===== config.mk =====
export PLATFORM = sky130hd
export DESIGN_NAME = find_max_unit_flat
export DESIGN_NICKNAME = d
export VERILOG_FILES = /design/src/rtl/find_max_pkg.sv /design/src/rtl/find_max_unit_if.sv /design/src/rtl/find_max_unit.sv /design/src/flat_wrapper.sv
export SDC_FILE = /design/constraint.sdc
export NUM_CORES = 1
export LEC_CHECK = 0
export BUFFER_PORTS_ARGS = -buffer_cell sky130_fd_sc_hd__buf_2
export CAP_MARGIN = 30
export CORE_MARGIN = 4
export CORE_UTILIZATION = 44
export DETAILED_ROUTE_END_ITERATION = 16
export REMOVE_ABC_BUFFERS = 1
export SLEW_MARGIN = 15
export SYNTH_ARGS = -nofsm -noshare
export SYNTH_HDL_FRONTEND = slang
export SYNTH_SLANG_ARGS = --single-unit

===== constraint.sdc =====
create_clock -name clk -period 2.7 [get_ports clk]
set_input_delay 0.27 -clock clk [delete_from_list [all_inputs] [get_ports clk]]
set_output_delay 0.27 -clock clk [all_outputs]
set_load 0.05 [all_outputs]

===== src/rtl/find_max_pkg.sv =====
// ---------------------------------------------------------------------------
// find_max_pkg : shared defaults, state encoding and counter sizing (rev 1.0)
// ---------------------------------------------------------------------------
`timescale 1ns/1ps
`default_nettype none

package find_max_pkg;

  localparam int DATA_W_DEF = 32;

  typedef enum logic [1:0] {
    ST_IDLE   = 2'd0,
    ST_ACCUM  = 2'd1,
    ST_RESULT = 2'd2
  } state_e;

  // Width able to represent 0..frame_len, never less than one bit.
  function automatic int cnt_width(input int frame_len);
    int w;
    w = $clog2(frame_len + 1);
    return (w < 1) ? 1 : w;
  endfunction

endpackage

`default_nettype wire


===== src/rtl/find_max_unit_if.sv =====
// ---------------------------------------------------------------------------
// find_max_unit_if : sample-in / result-out vld-busy channels (rev 1.0)
// ---------------------------------------------------------------------------
`timescale 1ns/1ps
`default_nettype none

interface find_max_unit_if import find_max_pkg::*; #(
  parameter int DATA_W = DATA_W_DEF
);

  logic              x_in_vld;
  logic              x_in_busy;
  logic [DATA_W-1:0] x_in_data;
  logic              ret_out_vld;
  logic              ret_out_busy;
  logic [DATA_W-1:0] ret_out_data;

  modport master (
    output x_in_vld, x_in_data, ret_out_busy,
    input  x_in_busy, ret_out_vld, ret_out_data
  );

  modport slave (
    input  x_in_vld, x_in_data, ret_out_busy,
    output x_in_busy, ret_out_vld, ret_out_data
  );

endinterface

`default_nettype wire


===== src/rtl/find_max_unit.sv =====
// ---------------------------------------------------------------------------
// find_max_unit : signed maximum of each FRAME_LEN-sample frame (rev 1.0)
// ---------------------------------------------------------------------------
`timescale 1ns/1ps
`default_nettype none

module find_max_unit import find_max_pkg::*; #(
  parameter int FRAME_LEN = 8,
  parameter int DATA_W    = DATA_W_DEF
) (
  input  logic           clk,
  input  logic           rst,
  find_max_unit_if.slave bus
);

  localparam int               CNT_W    = cnt_width(FRAME_LEN);
  localparam logic [CNT_W-1:0] LAST_CNT = CNT_W'(FRAME_LEN - 1);

  state_e                   state_q, state_d;
  logic [CNT_W-1:0]         count_q, count_d;
  logic signed [DATA_W-1:0] max_q, max_d;
  logic                     x_in_busy_q, x_in_busy_d;
  logic                     ret_out_vld_q, ret_out_vld_d;
  logic [DATA_W-1:0]        ret_out_data_q, ret_out_data_d;

  logic                     x_fire;
  logic                     ret_fire;
  logic signed [DATA_W-1:0] sample;
  logic signed [DATA_W-1:0] next_max;

  assign sample   = $signed(bus.x_in_data);
  assign x_fire   = bus.x_in_vld & ~x_in_busy_q;
  assign ret_fire = ret_out_vld_q & ~bus.ret_out_busy;
  // First sample of a frame seeds the running max regardless of value.
  assign next_max = ((count_q == '0) || (sample > max_q)) ? sample : max_q;

  always_comb begin
    state_d        = state_q;
    count_d        = count_q;
    max_d          = max_q;
    ret_out_data_d = ret_out_data_q;

    case (state_q)
      ST_IDLE: begin
        state_d = ST_ACCUM;
      end
      ST_ACCUM: begin
        if (x_fire) begin
          max_d = next_max;
          if (count_q == LAST_CNT) begin
            state_d        = ST_RESULT;
            count_d        = '0;
            ret_out_data_d = next_max;
          end else begin
            count_d = count_q + CNT_W'(1);
          end
        end
      end
      ST_RESULT: begin
        if (ret_fire) begin
          state_d = ST_ACCUM;
          count_d = '0;
        end
      end
      default: begin
        state_d = ST_IDLE;
      end
    endcase

    // Handshake outputs are registered, so they are derived from the next state.
    x_in_busy_d   = (state_d != ST_ACCUM);
    ret_out_vld_d = (state_d == ST_RESULT);
  end

  always_ff @(posedge clk) begin
    if (!rst) begin
      state_q        <= ST_IDLE;
      count_q        <= '0;
      max_q          <= '0;
      x_in_busy_q    <= 1'b1;
      ret_out_vld_q  <= 1'b0;
      ret_out_data_q <= '0;
    end else begin
      state_q        <= state_d;
      count_q        <= count_d;
      max_q          <= max_d;
      x_in_busy_q    <= x_in_busy_d;
      ret_out_vld_q  <= ret_out_vld_d;
      ret_out_data_q <= ret_out_data_d;
    end
  end

  assign bus.x_in_busy    = x_in_busy_q;
  assign bus.ret_out_vld  = ret_out_vld_q;
  assign bus.ret_out_data = ret_out_data_q;

endmodule

`default_nettype wire

===== src/flat_wrapper.sv =====
// flat-port wrapper written by rule: the top's interface ports become plain ports
module find_max_unit_flat import find_max_pkg::*;
#(
  parameter int FRAME_LEN = 8,
  parameter int DATA_W    = DATA_W_DEF
)
  (clk, rst, bus_x_in_vld, bus_x_in_data, bus_ret_out_busy, bus_x_in_busy, bus_ret_out_vld, bus_ret_out_data);
  find_max_unit_if #(.DATA_W(DATA_W)) bus_i ();
  input  logic clk;
  input  logic rst;
  input wire logic [$bits(bus_i.x_in_vld)-1:0] bus_x_in_vld;
  input wire logic [$bits(bus_i.x_in_data)-1:0] bus_x_in_data;
  input wire logic [$bits(bus_i.ret_out_busy)-1:0] bus_ret_out_busy;
  output wire logic [$bits(bus_i.x_in_busy)-1:0] bus_x_in_busy;
  output wire logic [$bits(bus_i.ret_out_vld)-1:0] bus_ret_out_vld;
  output wire logic [$bits(bus_i.ret_out_data)-1:0] bus_ret_out_data;
  assign bus_i.x_in_vld = bus_x_in_vld;
  assign bus_i.x_in_data = bus_x_in_data;
  assign bus_i.ret_out_busy = bus_ret_out_busy;
  assign bus_x_in_busy = bus_i.x_in_busy;
  assign bus_ret_out_vld = bus_i.ret_out_vld;
  assign bus_ret_out_data = bus_i.ret_out_data;
  find_max_unit #(.FRAME_LEN(FRAME_LEN), .DATA_W(DATA_W)) u_core (.clk(clk), .rst(rst), .bus(bus_i));
endmodule

==> metrics.cfg <==
[die]
die_area_sq_mm=0.0110
io_pins=70
core_area_sq_mm=0.00920
start_util=0.449
die_w_microns=105
die_y_microns=105
num_rows=35

[pwr]
ir_drop_mv=0.210
power_leakage_uw=0.00192
power.density_mw_per_mm2=437

[setup_path]
critPathMaxFanout=12
cp.arrival_ns=2.84
endpoint_kind=flop
crit_path_start_kind=flop
path_class=reg -> reg
required_ns=2.96

[global_route]
grt_max_degree=58
grt_pass1_wl_mm=15.6
antenna_found_initial=0
gr-total-overflow=0
grt_pass1_vias=3364
track_usage=0.173

[cts]
cts_tree=yes
ctsLongestPathBuffers=2
postCtsHoldBufs=0
htreeDepth=3
clk_latency_ns=0.34
clk_pin_slew_worst_paths_ns=0.08
numCtsBuffers=9
cts-root-buf=clkbuf_8
cts.sinks=72

[timing]
drv_slew=0
fin_skew_ns=0.0138
period_share=0.955
tns_ns=0
fmax_mhz=388
hold_viol=0
setup_ws_ns=0.121
final-setup-viol-count=0
slew_headroom=0.628
worst_pin_slew_ns=0.558
layout_min_cycle_time_ns=2.58

[drt]
ant_nets=0
first_pass_iters=4
drt_iter0_markers=154
drt-wirelength-per-cell_microns=14.9
num_vias=3548
wirelength_mm=9.81
route.detailed.drc=0
via_per_inst=5.41

[final_layout]
area_growth_pct=20.4
final_common_cell=nand2_1
antennaDiodeCount=0
fin_nets=614
drive_gt1_frac=0.283
final_cell_mix=nand2_1, dfxtp_1, buf_2

[logic_synthesis]
avgSynthCellArea_sq_um=8.92
synth_seq_area_share=0.349
ys_types=42
synth-seq-cells=72
yosys_warnings=0
syn-cell-area_sq_mm=0.00413
netlist_instances=463

[placed_design]
hpwl_mm=6.70
gp_congestion=0.759
port_buffers=69
pre_cts_ws_ns=-0.00382

[hold_path]
hp-class=in -> reg

[run]
cap_violations=0

[status]
run_status=completed

sequential cells by signal (all words and copies together), names as in the netlist:
register	cells
u_core.bus.ret_out_data	32
u_core.count_q	4
u_core.max_q	32
u_core.state_q	2
u_core.bus.ret_out_vld	1
u_core.bus.x_in_busy	1
Yosys cell counts, drive strengths merged:
| library cell | instances | area, sq um |
|---|---|---|
| a211oi | 2 | 20.0 |
| a311oi | 31 | 440 |
| clkbuf | 18 | 67.6 |
| buf | 13 | 128 |
| or4 | 1 | 7.51 |
| o211ai | 2 | 15.0 |
| a21oi | 16 | 80.1 |
| o21ai | 42 | 210 |
| inv | 38 | 143 |
| nand3 | 7 | 35.0 |
| ha | 38 | 475 |
| nand3b | 1 | 7.51 |
| dfxtp | 72 | 1440 |
| nor3b | 1 | 7.51 |
| nand4b | 1 | 8.76 |
| nor4 | 1 | 6.26 |
| and3 | 1 | 6.26 |
| nor2 | 6 | 27.5 |
| mux2i | 32 | 320 |
| o21a | 1 | 7.51 |
| a31oi | 1 | 6.26 |
| nor3 | 36 | 185 |
| nand2 | 76 | 285 |
| a21boi | 3 | 22.5 |
| nand4 | 5 | 31.3 |
| nand2b | 2 | 12.5 |
| a32oi | 1 | 8.76 |
| nor2b | 6 | 37.5 |
| o311a | 1 | 10.0 |
| and4 | 3 | 26.3 |
| a211o | 1 | 8.76 |
| o311ai | 1 | 16.3 |
| and3b | 1 | 8.76 |
| a221oi | 1 | 8.76 |
| a22oi | 1 | 7.51 |
timing repair:
item,4_1_cts,5_1_grt
pin swaps,0,12
endpoints found under the setup margin,3,35
setup buffers,0,15
gates cloned,0,1
resized for setup,0,17
per-stage QoR:
step                      std cells  total power [uW]   util  hold slack [ns]  cell area (sq um)
after floorplan                 432              1270      -            0.398               3940
final                           656              2170  0.541            0.189               4970
after CTS                       640              2150  0.518            0.178               4770
after global placement          624              1400  0.500            0.442               4600
after detailed placement        624              1400  0.500            0.449               4600
after global routing            656              2290  0.541            0.187               4970
path summary, 6_finish.rpt:
path,slack (ns),end,start,cells past startpoint
min reg2reg,0.46,u_core.max_q[21]$_SDFFE_PN0P_,u_core.max_q[21]$_SDFFE_PN0P_,2
min,0.19,u_core.max_q[0]$_SDFFE_PN0P_,bus_x_in_data[0],3
max reg2reg,0.12,u_core.bus.ret_out_data[4]$_SDFFE_PN0P_,u_core.max_q[10]$_SDFFE_PN0P_,11
max,0.12,u_core.bus.ret_out_data[4]$_SDFFE_PN0P_,u_core.max_q[10]$_SDFFE_PN0P_,11
area by class of cell:
class	count	area, sq um
well taps	111	139
inverters	38	143
clock buffers	12	145
repair buffers	97	671
multi-input cells	322	2410
flip-flops and latches	72	1440
clock inverters	4	20.0
fillers	853	4220
worst max-delay path, stage by stage, from the launching register on:
cell and delay (ns):
dfxtp_1 0.34, inv_1 0.07, ha_1 0.30, and4_1 0.24, nand2_2 0.09, a211oi_2 0.05, o311a_1 0.39, o311ai_4 0.38
buf_6 0.19, buf_8 0.14, nor3_1 0.06, a311oi_2 0.24
per-layer routing:
| metal | routed length (microns) | share of wire | global-route usage |
|---|---|---|---|
| met5 | 0 | 0 | 0 |
| met4 | 101 | 0.010 | 0.0562 |
| met3 | 384 | 0.039 | 0.0340 |
| met2 | 4700 | 0.48 | 0.297 |
| met1 | 4620 | 0.47 | 0.216 |
report_power, final:
group,switching (uW),internal (uW)
Sequential,11.6,1080
Clock,395,353
Combinational,191,145
cells by family after synthesis:
family	after synthesis	share of synthesized area
AOI/OAI and AO/OA	104	0.209
adders and majority gates	38	0.115
buffers and inverters	69	0.0818
DFF	72	0.349
muxes	32	0.0776
and+or+nand+nor	148	0.168
Note: power is estimated with default switching activity, not from simulation.
